<file path="src/rtl/alu_req_scheduler.sv">
// ---------------------------------------------------------------------------
// alu_req_scheduler
//   Shares one external ALU between two requesters. A round-robin arbiter
//   picks one command at a time, the operands and control are registered onto
//   the ALU inputs, the scheduler waits the op-dependent settle time, then
//   captures the ALU result into a response buffer held until accepted.
//
// Ports
//   i_clk, i_rst        clock, synchronous active-high reset
//   i_req_valid[1:0]    per-requester command valid
//   o_req_ready[1:0]    per-requester accept (combinational, IDLE only)
//   i_req_op[1:0][2:0]  opcode: 000 add, 001 sub, 010 mul, 011 shr, 100 shl
//   i_req_one[1:0]      replace b with 1 (inc/dec)
//   i_req_a/i_req_b     per-requester operands
//   o_alu_a/o_alu_b     registered ALU operands
//   o_alu_control[3:0]  {op, one}
//   i_alu_r             ALU result
//   o_rsp_valid/i_rsp_ready  response handshake
//   o_rsp_id            requester that issued the command
//   o_rsp_data          captured ALU result (0 on illegal op)
//   o_rsp_err           illegal opcode flag
// ---------------------------------------------------------------------------
module alu_req_scheduler #(
  parameter int WIDTH      = 32,
  parameter int MUL_CYCLES = 2,
  parameter int ALU_CYCLES = 1
) (
  input  logic                  i_clk,
  input  logic                  i_rst,
  input  logic [1:0]            i_req_valid,
  output logic [1:0]            o_req_ready,
  input  logic [1:0][2:0]       i_req_op,
  input  logic [1:0]            i_req_one,
  input  logic [1:0][WIDTH-1:0] i_req_a,
  input  logic [1:0][WIDTH-1:0] i_req_b,
  output logic [WIDTH-1:0]      o_alu_a,
  output logic [WIDTH-1:0]      o_alu_b,
  output logic [3:0]            o_alu_control,
  input  logic [WIDTH-1:0]      i_alu_r,
  output logic                  o_rsp_valid,
  input  logic                  i_rsp_ready,
  output logic                  o_rsp_id,
  output logic [WIDTH-1:0]      o_rsp_data,
  output logic                  o_rsp_err
);

  localparam int CNT_MAX = (MUL_CYCLES > ALU_CYCLES) ? MUL_CYCLES : ALU_CYCLES;
  localparam int CW      = $clog2(CNT_MAX + 1);
  localparam logic [2:0] OP_MUL = 3'b010;
  localparam logic [2:0] OP_MAX = 3'b100;

  typedef enum logic [1:0] {
    S_IDLE = 2'd0,
    S_EXEC = 2'd1,
    S_RESP = 2'd2
  } state_t;

  state_t r_state, w_state_nxt;

  logic             r_last_id;   // requester granted most recently
  logic             r_fresh;     // no grant since reset: requester 0 wins a tie
  logic [CW-1:0]    r_cnt;
  logic [WIDTH-1:0] r_alu_a, r_alu_b;
  logic [3:0]       r_alu_ctl;
  logic             r_rsp_valid, r_rsp_id, r_rsp_err;
  logic [WIDTH-1:0] r_rsp_data;

  logic             w_grant_id;
  logic [2:0]       w_sel_op;
  logic             w_sel_illegal;
  logic [CW-1:0]    w_cnt_load;
  logic             w_accept;

  // Arbitration: a tie goes to whoever was not granted last time.
  always_comb begin
    w_grant_id = 1'b0;
    case (i_req_valid)
      2'b11:   w_grant_id = r_fresh ? 1'b0 : ~r_last_id;
      2'b10:   w_grant_id = 1'b1;
      default: w_grant_id = 1'b0;
    endcase
    w_sel_op      = i_req_op[w_grant_id];
    w_sel_illegal = (w_sel_op > OP_MAX);
    w_cnt_load    = (w_sel_op == OP_MUL) ? CW'(MUL_CYCLES) : CW'(ALU_CYCLES);
  end

  always_ff @(posedge i_clk) begin
    if (i_rst) r_state <= S_IDLE;
    else       r_state <= w_state_nxt;
  end

  always_comb begin
    w_state_nxt = r_state;
    o_req_ready = 2'b00;
    w_accept    = 1'b0;
    case (r_state)
      S_IDLE: begin
        if (|i_req_valid) begin
          o_req_ready = 2'b01 << w_grant_id;
          w_accept    = 1'b1;
          // Illegal ops skip the ALU entirely and answer immediately.
          w_state_nxt = w_sel_illegal ? S_RESP : S_EXEC;
        end
      end
      S_EXEC: begin
        if (r_cnt == CW'(1)) w_state_nxt = S_RESP;
      end
      S_RESP: begin
        if (i_rsp_ready) w_state_nxt = S_IDLE;
      end
      default: w_state_nxt = S_IDLE;
    endcase
  end

  always_ff @(posedge i_clk) begin
    if (i_rst) begin
      r_last_id   <= 1'b0;
      r_fresh     <= 1'b1;
      r_cnt       <= '0;
      r_alu_a     <= '0;
      r_alu_b     <= '0;
      r_alu_ctl   <= '0;
      r_rsp_valid <= 1'b0;
      r_rsp_id    <= 1'b0;
      r_rsp_err   <= 1'b0;
      r_rsp_data  <= '0;
    end else begin
      case (r_state)
        S_IDLE: begin
          if (w_accept) begin
            r_last_id <= w_grant_id;
            r_fresh   <= 1'b0;
            r_rsp_id  <= w_grant_id;
            if (w_sel_illegal) begin
              // ALU inputs are left untouched so it sees no activity.
              r_rsp_valid <= 1'b1;
              r_rsp_err   <= 1'b1;
              r_rsp_data  <= '0;
            end else begin
              r_alu_a   <= i_req_a[w_grant_id];
              r_alu_b   <= i_req_b[w_grant_id];
              r_alu_ctl <= {w_sel_op, i_req_one[w_grant_id]};
              r_cnt     <= w_cnt_load;
            end
          end
        end
        S_EXEC: begin
          r_cnt <= r_cnt - CW'(1);
          // Counter hitting 1 means alu_r has had its full settle time.
          if (r_cnt == CW'(1)) begin
            r_rsp_data  <= i_alu_r;
            r_rsp_err   <= 1'b0;
            r_rsp_valid <= 1'b1;
          end
        end
        S_RESP: begin
          if (i_rsp_ready) r_rsp_valid <= 1'b0;
        end
        default: ;
      endcase
    end
  end

  assign o_alu_a       = r_alu_a;
  assign o_alu_b       = r_alu_b;
  assign o_alu_control = r_alu_ctl;
  assign o_rsp_valid   = r_rsp_valid;
  assign o_rsp_id      = r_rsp_id;
  assign o_rsp_data    = r_rsp_data;
  assign o_rsp_err     = r_rsp_err;

endmodule
</file>
<file path="config.mk">
export PLATFORM = sky130hd
export DESIGN_NAME = alu_req_scheduler
export DESIGN_NICKNAME = d
export VERILOG_FILES = /design/src/rtl/alu_req_scheduler.sv
export SDC_FILE = /design/constraint.sdc
export NUM_CORES = 1
export LEC_CHECK = 0
export CAP_MARGIN = 25
export CORE_MARGIN = 8
export CORE_UTILIZATION = 30
export CTS_CLUSTER_DIAMETER = 120
export CTS_CLUSTER_SIZE = 40
export DETAILED_ROUTE_END_ITERATION = 10
export PLACE_DENSITY = 0.64
export SLEW_MARGIN = 20
export SYNTH_ARGS = -nofsm -noshare
export SYNTH_HDL_FRONTEND = slang
export SYNTH_SLANG_ARGS = --single-unit
</file>
<file path="constraint.sdc">
create_clock -name i_clk -period 1.9 [get_ports i_clk]
set_input_delay 0.38 -clock i_clk [delete_from_list [all_inputs] [get_ports i_clk]]
set_output_delay 0.38 -clock i_clk [all_outputs]
set_load 0.005 [all_outputs]
</file>
==> metrics.md <==
| Metric | Value |
|---|---|
| Hold Crit Depth | `2` |
| Via/cell ratio | `just under 5` |
| Slew @ Worst Pin | `slightly below 0.4 ns` |
| DP HPWL | `roughly 14000 um` |
| Yosys warns | `0` |
| Average cell area after synthesis | `just over 8 um^2` |
| P per Cell Area | `1070 nW/um^2` |
| Clock sink total | `108` |
| Leading cell types in the layout, fill and taps excluded | `clkdlybuf4s50_1, nand2_1, dfxtp_1` |
| Final worst slack | `0.0491 ns` |
| Multiplexer area fraction after synthesis | `0.00464` |
| Clock-pin transition on the worst setup and hold timing paths | `0.08 ns` |
| Critical path arrival | `2.09 ns` |
| First-pass GRT wire length | `28200 um` |
| XOR/XNOR Fraction of Synth Area | `0` |
| # port buffers | `~280` |
| Fin crit period | `1.85 ns` |
| I/O pin count | `approximately 280` |
| GPL Wtd Cong | `0.748` |
| Final wirelength | `19500 um` |
| Die area | `20500 um^2` |
| DP Cell Count | `1071` |
| Row cnt | `46` |
| Max clock buf depth | `2` |
| Footprint of the multi-input gates | `2390 um^2` |
| Register bit total from synthesis | `108` |
| DRT antenna net count | `0` |
| Via count | `5382` |
| Achievable Freq | `540 MHz` |
| CP max FO | `27` |
| Filler Cells Inserted | `about 1500` |
| Worst skew pair latency | `0.36 ns` |
| Status | `complete, no violations` |
| Largest family of logic cells by synthesized area | `compound AO/OA/AOI/OAI gates` |
| GRT Util Overall | `0.174` |
| Core Util, Final | `0.537` |
| Antenna violations before repair | `0` |
| Clock buffer count from CTS | `9` |
| Drt wl/cell | `17.8 um` |
| Synth top area share | `0.445` |
| Nature of the critical path endpoint | `flop` |
| Core area | `15800 um^2` |
| CTS root buffer | `clkbuf_16` |
| Detailed-route DRC error count | `0` |
| Final net count | `1054` |
| Die Wd | `~140 um` |
| Number of synthesized flops with an enable pin | `0` |
| Vias in the first global route | `5264` |
| Post-Synthesis Cell Area | `4860 um^2` |
| Share of post-route cells with drive strength above 1 | `0.0964` |
| Max-slew violations | `0` |
| CTS H-tree lvls | `3` |
| Ant. Diodes | `0` |
| Synth Area in Compound Gates | `0.249` |
| Simple-gate share of the synthesized area | `0.220` |
| Synth-to-Final Area Change | `74.9%` |
| Max IR drop VDD | `approximately 0.00044 V` |
| Top cells by area, synth | `dfxtp_1, a311oi_1, nand2_1` |
| Synth unique cells | `42` |
| CP required | `2.14 ns` |
| Syn_nets | `779` |
| Period utilisation layout | `0.974` |
| # hold bufs at CTS | `0` |
| Worst min path class | `input pin to flop` |
| Max-capacitance violation count | `0` |
| Fraction of registers with async set/reset | `0` |
| Largest net degree at the start of global routing | `55` |
| Register Area | `between 2000 and 2500 um^2` |
| Reg2Reg Depth | `9` |
| Slew Limit Headroom | `0.743` |
| Post-synthesis adder-cell area fraction | `0.0103` |
| Chip Height | `143 um` |
| Worst Setup Path Type | `input pin to flop` |
| Ys flop type | `dfxtp_1` |
| CTS tree | `yes` |
| CP startpoint kind | `input pin` |
| Drt first pass iters | `4` |
| Initial core utilization | `0.307` |
| Cell taking the most area after synthesis | `dfxtp_1` |
| Mapped Cells | `602` |
| Worst slack at placement | `-0.377 ns` |
| Final setup viols | `0` |
| Register area share after synthesis | `0.445` |
| Initial DRC Count | `between 200 and 250` |
| Layout Skew | `0.00827 ns` |
| Commonest non-fill, non-tap cell in the layout | `clkdlybuf4s50_1` |
| Non-filler cells, final | `1098` |
| GR Overflow Total | `0` |
| Leak Pwr | `0.00312 uW` |
| Final hold vios | `0` |
## metal layers
layer | GRT usage | vias to the layer above | part of all wire
met5 | 0 | - | 0
met4 | 0.0509 | 0 | 0.016
met3 | 0.0674 | 15 | 0.082
met2 | 0.296 | 169 | 0.49
met1 | 0.198 | 2509 | 0.41
li1 | - | 2689 | -
## final cells by class
type                    count  area share
flip-flops and latches    108       0.255
clock inverters             6      0.0103
inverters                   6     0.00265
repair buffers            325       0.391
clock buffers              10      0.0281
multi-input cells         427       0.281
well taps                 216      0.0318
## flip-flops by register name (all words and copies together), names as in the netlist
| signal | flops |
|---|---|
| o_alu_a | 32 |
| o_alu_b | 32 |
| o_rsp_data | 32 |
| o_alu_control | 4 |
| r_cnt | 2 |
| r_state | 2 |
| o_rsp_err | 1 |
| o_rsp_id | 1 |
| o_rsp_valid | 1 |
| r_fresh | 1 |
## report_power, final
part	switching, uW	internal (uW)	total [uW]
sequential	256	2760	3020
combinational	1830	2190	4020
clock	881	1190	2070
## what timing repair did
item                                    4_1_cts  5_1_grt
endpoints found under the setup margin        5       71
pin swaps                                     0        5
gates cloned                                  0        4
buffers inserted                              0        7
gates resized for setup                       5        8
## logic make-up (layout without fill, tap and decap cells)
family                     count (synthesis)  count (layout)
buffers and inverters                     67             347
DFF                                      108             108
AOI/OAI and AO/OA                        157             157
and+or+nand+nor                          264             264
adders and majority gates                  4               4
muxes                                      2               2
## path summary, 6_finish.rpt
| check | start | endpoint | slack [ns] |
|---|---|---|---|
| max | i_req_op[3] | o_alu_a[1] | 0.05 |
| min | i_rst | o_rsp_data[23] | 0.35 |
| min reg2reg | o_rsp_data[19] | o_rsp_data[19] | 0.46 |
| max reg2reg | r_state[1] | o_alu_a[1] | 0.11 |
## worst max-delay path, stage by stage
cell	delay, ns
clkdlybuf4s50_1	0.42
o21a_1	0.23
a31o_1	0.27
nor2_4	0.16
buf_4	0.17
buf_4	0.14
clkbuf_16	0.20
a311oi_2	0.11
## Yosys cell counts (2+ instances only)
cell type and number:
nand2_1 141, a221oi_1 2, buf_2 19, buf_1 4, clkbuf_1 23, a311oi_2 2
mux2_2 2, inv_1 6, nand3_1 32, buf_6 3, nor2_1 79, o21ai_0 5
ha_1 4, a311oi_1 67, o211ai_1 32, o22ai_1 2, dfxtp_1 108, buf_4 12
a21oi_1 36
## metrics by stage
stage               cell area (um^2)  setup TNS (ns)  total power [uW]  hold slack, ns
finish                          8490               0              9110           0.354
CTS                             8310               0              8860           0.341
global placement                7990          -29.44              6720           0.450
global route                    8490        -0.00859              9660           0.358
detailed placement              7990          -33.32              6750           0.454
floorplan                       4860               0              4800           0.460
Note: power is estimated with default switching activity, not from simulation.
==> patch 1, RTL diff (same flow settings) <==
The parameter `WIDTH` goes from 32 to 16.
--- a/src/rtl/alu_req_scheduler.sv
+++ b/src/rtl/alu_req_scheduler.sv
@@ -23,3 +23,3 @@
 module alu_req_scheduler #(
-  parameter int WIDTH      = 32,
+  parameter int WIDTH      = 16,
   parameter int MUL_CYCLES = 2,
Ports: changed (6 resized); port bits go from 278 to 150. The function was not compared with the original's and may differ.
==> patch 1 against the unedited design <==
Sequential cell count fell by 48; non-clock buffer count is 136 lower; synthesized cell count down 42%; via count decreased by 38%; routed wire length decreased by 42%; synthesized area decreased by 41%; power is 34% lower; worst setup slack better by 11 ps; critical path depth decreased by 3; core utilization increased by 0.39 points; cell area shrank 41%; final cell count down 41%; highest routed layer unchanged.
==> patch 1: results (changes against the unedited design) <==
stage	metric	value	unit	change
placed_design	dpl.cell_count	625		was 1071
yosys	syn_nets	448		was 779
yosys	synth_cells	351		was 602
route	post_drt_wl_per_cell	17.4	um	was 17.8 um
yosys	multiplexer_share_of_the_synthesized_area	0.395	%	was 0.464%
grt	grt_pass1_wl	17600	um	was 28200 um
placed_design	place.detailed.hpwl	8040	um	was 13800 um
placed_design	globalplace.congestion	0.782		was 0.748
timing	skew	11.6	ps	was 8.27 ps
yosys	synth_top_cells_by_count	sky130_fd_sc_hd__dfxtp_1, sky130_fd_sc_hd__nand3_1, sky130_fd_sc_hd__nor2_1, sky130_fd_sc_hd__nand2_1, sky130_fd_sc_hd__a311oi_1		was sky130_fd_sc_hd__nand2_1, sky130_fd_sc_hd__dfxtp_1, sky130_fd_sc_hd__nor2_1, sky130_fd_sc_hd__a311oi_1, sky130_fd_sc_hd__a21oi_1
route	wl	11300	um	was 19500 um
worst_setup_path	slowest_stage	sky130_fd_sc_hd__dfxtp_1		was sky130_fd_sc_hd__clkdlybuf4s50_1
pwr	static-leakage-power	0.00186	uW	was 0.00312 uW
timing	slew-limit-headroom	74.2	%	was 74.3%
layout	fill_cell_total_of_the_finished_layout	866		was 1514
grt	grt_pass1_vias	3356		was 5264
yosys	synth_compound_gate_area_share	26.2	%	was 24.9%
worst_setup_path	delay_of_the_slowest_critical_path_stage	310	ps	was 420 ps
yosys	netlist_top_cells_area	sky130_fd_sc_hd__dfxtp_1, sky130_fd_sc_hd__a311oi_1, sky130_fd_sc_hd__nand3_1		was sky130_fd_sc_hd__dfxtp_1, sky130_fd_sc_hd__a311oi_1, sky130_fd_sc_hd__nand2_1
layout	final_layout_size_suffix_gt1_share	13.3	%	was 9.64%
route	detail_route.vias_per_cell	5.16		was 4.90
clock_network	path_clk_slew	60	ps	was 80 ps
worst_setup_path	critical_path_peak_fanout	7		was 27
status	outcome	finished, final reports clean		unchanged
placed_design	io_buffers	149		was 277
layout	finish.net_count	610		was 1054
yosys	ys_seq_area_share	42.1	%	was 44.5%
yosys	yosys.cell_types.count	38		was 42
worst_setup_path	timing.critical_path.arrival	1460	ps	was 2090 ps
grt	maximum_number_of_pins_on_one_net_before_global_route_repair	35		was 55
clock_network	worstSkewPairLatency	340	ps	was 360 ps
clock_network	root_buffer	sky130_fd_sc_hd__clkbuf_8		was sky130_fd_sc_hd__clkbuf_16
pwr	worst_ir_drop_vdd	0.539	mV	was 0.439 mV
placed_design	detailedPlace.worstSlack	-409	ps	was -377 ps
route	dr.first_iter.drc_count	216		was 201
pwr	net_switching_power_of_the_design	1950	uW	was 2970 uW
grt	global_route_usage_over_all_layers	17.1	%	was 17.4%
-- patch 1: repair_timing --
item,in CTS,in global routing
hold buffers,0,0
pin swaps,0,1
gates cloned,2,0
buffers inserted,2,2
endpoints found under the hold margin,0,0
endpoints found under the setup margin,14,37
gates resized for setup,7,11
-- patch 1: path summary, 6_finish.rpt --
| kind | slack [ps] | from | endpoint | cells after the start |
|---|---|---|---|---|
| max | 60 | r_state[1] | o_req_ready[0] | 5 |
| min | 440 | i_rst | r_state[0] | 2 |
| max reg2reg | 130 | r_fresh | o_rsp_err | 8 |
| min reg2reg | 460 | o_rsp_data[13] | o_rsp_data[13] | 2 |
-- patch 1: area by class of cell --
class,instances,area [um2],area share (%)
Sequential cell,60,1200,24.1
Tap cell,129,161,3.23
Multi-Input combinational cell,248,1500,30.1
Inverter,5,18.8,0.376
Clock buffer,12,155,3.11
Timing Repair Buffer,189,1860,37.3
Clock inverter,4,95.1,1.90
-- patch 1: cell families after synthesis --
family,after synthesis
AO/OA/AOI/OAI,97
adder cells (fa/ha/maj),4
buffers and inverters,43
flip-flops,60
multiplexers,1
AND/OR/NAND/NOR,146
-- patch 1: worst max-delay path: cells and delay by family (launching register included) --
| family | cells | cell delay, ps |
|---|---|---|
| AND/OR/NAND/NOR | 1 | 90 |
| adder cells (fa/ha/maj) | 1 | 190 |
| flip-flops | 1 | 310 |
| AO/OA/AOI/OAI | 1 | 130 |
| buffers and inverters | 2 | 410 |
-- patch 1: per-layer routing --
metal	GRT usage (%)	vias up	wire length, um
met5	0	-	0
met4	6.57	0	195
met3	5.49	17	905
met2	28.7	131	5430
met1	19.7	1573	4720
li1	-	1617	-
-- patch 1: power by group through the flow --
stage	clock network (uW)	logic, uW	registers [uW]
after floorplan	0	1200	1790
after global placement	0	2440	1770
after detailed placement	0	2500	1790
after CTS	1490	2730	1760
after global routing	1530	3040	1790
final	1450	2770	1760
-- patch 1: through the flow --
stage	TNS, ps	total power, uW	area (um2)	utilization, %
2_1_floorplan	0	2990	2850	-
3_3_place_gp	-13600	4210	4620	50.0
3_5_place_dp	-18400	4290	4620	50.0
4_1_cts	0	5980	4960	53.7
5_1_grt	-14.9	6360	4990	54.0
6_report	0	5980	4990	54.0
==> patch 2, RTL diff (config.mk and constraints unchanged) <==
Without the edit above. Register the output `o_rsp_err` once more, cleared by the reset; this adds one clock of latency there. The other outputs are not delayed to match.
--- a/src/rtl/alu_req_scheduler.sv
+++ b/src/rtl/alu_req_scheduler.sv
@@ -169,3 +169,9 @@
   assign o_rsp_data    = r_rsp_data;
-  assign o_rsp_err     = r_rsp_err;
+  always_ff @(posedge i_clk) begin
+    if (i_rst) begin
+      o_rsp_err <= '0;
+    end else begin
+      o_rsp_err <= r_rsp_err;
+    end
+  end
 
Behaviour: not the same (Yosys sat finds a counterexample within 4 cycles, from zero or initial values and one cycle with i_rst high).
==> patch 2 against the unedited design <==
Core utilization decreased by 1.5 points; worst setup slack got worse by 6.4 ps; sequential cell count rose by 1; cell area is 4.8% higher; routed wire length fell by 3.5%; synthesized area rose by 6.4%; count of clock-buffer cells in the layout rose by 1; power is 3.3% higher; sequential share of layout area fell by 0.89 points; hold slack gained 21 ps; highest routed layer unchanged.
==> patch 2: results (changes against the unedited design) <==
stage	metric	value	unit	change
worst_setup_path	critical_path_peak_fanout	10		was 27
route	route.vias.total	5400		was 5382
placed_design	globalplace.congestion	0.810		was 0.748
yosys	multiplexer_share_of_the_synthesized_area	0.436	%	was 0.464%
route	m1WireLength	8000	um	was 8010 um
placed_design	dpl.cell_count	1087		was 1071
route	dr.first_iter.drc_count	193		was 201
route	pre_repair_dr_iteration_count	6		was 4
yosys	post_synth_fa_ha_maj_area_fraction	0.968	%	was 1.03%
yosys	synth_cells	604		was 602
worst_setup_path	timing.critical_path.arrival	2110	ps	was 2090 ps
timing	timing_worst_slew_pin_value	418	ps	was 385 ps
placed_design	detailedPlace.worstSlack	-349	ps	was -377 ps
placed_design	place.detailed.hpwl	13800	um	about the same
yosys	synth_compound_gate_area_share	28.4	%	was 24.9%
route	wl	18800	um	was 19500 um
yosys	synth.yosys.warnings	0		unchanged
grt	grt_pass1_wl	29200	um	was 28200 um
pwr	static-leakage-power	0.00325	uW	was 0.00312 uW
route	post_drt_wl_per_cell	16.9	um	was 17.8 um
layout	final_layout_size_suffix_gt1_share	15.4	%	was 9.64%
worst_setup_path	delay_of_the_slowest_critical_path_stage	490	ps	was 420 ps
grt	maximum_number_of_pins_on_one_net_before_global_route_repair	40		was 55
layout	fill_cell_total_of_the_finished_layout	1582		was 1514
status	outcome	finished, final reports clean		unchanged
timing	skew	8.05	ps	was 8.27 ps
yosys	netlist_top_cells_area	sky130_fd_sc_hd__dfxtp_1, sky130_fd_sc_hd__a311oi_2, sky130_fd_sc_hd__nand2_1		was sky130_fd_sc_hd__dfxtp_1, sky130_fd_sc_hd__a311oi_1, sky130_fd_sc_hd__nand2_1
route	route.met3.wl	1550	um	was 1610 um
yosys	synth_top_cells_by_count	sky130_fd_sc_hd__nand2_1, sky130_fd_sc_hd__dfxtp_1, sky130_fd_sc_hd__nor2_1, sky130_fd_sc_hd__a311oi_2, sky130_fd_sc_hd__nand3_1		was sky130_fd_sc_hd__nand2_1, sky130_fd_sc_hd__dfxtp_1, sky130_fd_sc_hd__nor2_1, sky130_fd_sc_hd__a311oi_1, sky130_fd_sc_hd__a21oi_1
grt	global_route_usage_over_all_layers	16.7	%	was 17.4%
yosys	syn_nets	781		was 779
route	route.met2.wl	8920	um	was 9590 um
yosys	yosys.cell_types.count	41		was 42
yosys	ys_seq_area_share	42.2	%	was 44.5%
yosys	ys_dominant_reg_cell	sky130_fd_sc_hd__dfxtp_1		unchanged
pwr	worst_ir_drop_vdd	0.547	mV	was 0.439 mV
## patch 2: cell types whose count changed after synthesis, moves of 3 or more
| cell | before | now |
|---|---|---|
| sky130_fd_sc_hd__a21oi_2 | 0 | 4 |
| sky130_fd_sc_hd__clkbuf_1 | 23 | 18 |
| sky130_fd_sc_hd__buf_4 | 12 | 8 |
| sky130_fd_sc_hd__buf_6 | 3 | 9 |
| sky130_fd_sc_hd__buf_2 | 19 | 22 |
| sky130_fd_sc_hd__a311oi_1 | 67 | 29 |
| sky130_fd_sc_hd__a21oi_1 | 36 | 31 |
| sky130_fd_sc_hd__a311oi_2 | 2 | 40 |
## patch 2: worst register-to-register path: cells and delay by family, from the launching register on
kind                   cells  cell delay, ps
buffers and inverters      5             750
AOI/OAI and AO/OA          3             580
DFF                        1             350
and+or+nand+nor            1              70
## patch 2: per-layer routing
metal	vias up	global-route usage [%]
li1	2702	-
met1	2477	19.9
met2	199	27.0
met3	22	6.15
met4	0	5.61
met5	-	0
## patch 2: final cells by class
type / count / area (um2) / area share (%)
Inverter: 6 / 22.5 / 0.253
Sequential cell: 109 / 2190 / 24.6
Clock buffer: 11 / 243 / 2.73
Tap cell: 225 / 282 / 3.16
Timing Repair Buffer: 333 / 3470 / 39.0
Multi-Input combinational cell: 427 / 2640 / 29.6
Clock inverter: 5 / 58.8 / 0.661
## patch 2: power by group
group	switching, uW	internal [uW]	total (uW)	leakage [uW]
clock network	869	1060	1930	0.000142
logic	1960	2460	4420	0.00221
registers	266	2790	3060	0.000896
total	3090	6320	9410	0.00325
## patch 2: cell families after synthesis
kind of cell,after synthesis
and+or+nand+nor,264
AOI/OAI and AO/OA,157
DFF,109
buffers and inverters,68
adders and majority gates,4
muxes,2
## patch 2: timing repair
item	in CTS	in global routing
setup buffers	1	11
cloned	0	2
pin swaps	1	8
gates resized for setup	7	15
hold buffers	0	0
endpoints found under the setup margin	13	44
## patch 2: final timing paths
path / start / endpoint / slack (ps) / cells past startpoint
setup / recovery: i_req_op[5] / o_alu_b[16] / 40 / 9
hold / removal: i_req_op[4] / o_alu_control[2] / 380 / 3
setup reg to reg: r_fresh / o_alu_b[16] / 70 / 9
hold reg to reg: o_rsp_data[2] / o_rsp_data[2] / 460 / 2
## patch 2: metrics by stage
stage	utilization, %	total power, uW	cell area (um2)	hold slack [ps]	TNS [ps]
after floorplan	-	5150	5170	448	0
after detailed placement	49.4	7270	8420	454	-29490
after CTS	51.2	9270	8740	430	0
after global placement	49.4	7230	8420	451	-26540
after global routing	52.2	10000	8900	377	-38.1
final	52.2	9410	8900	376	0
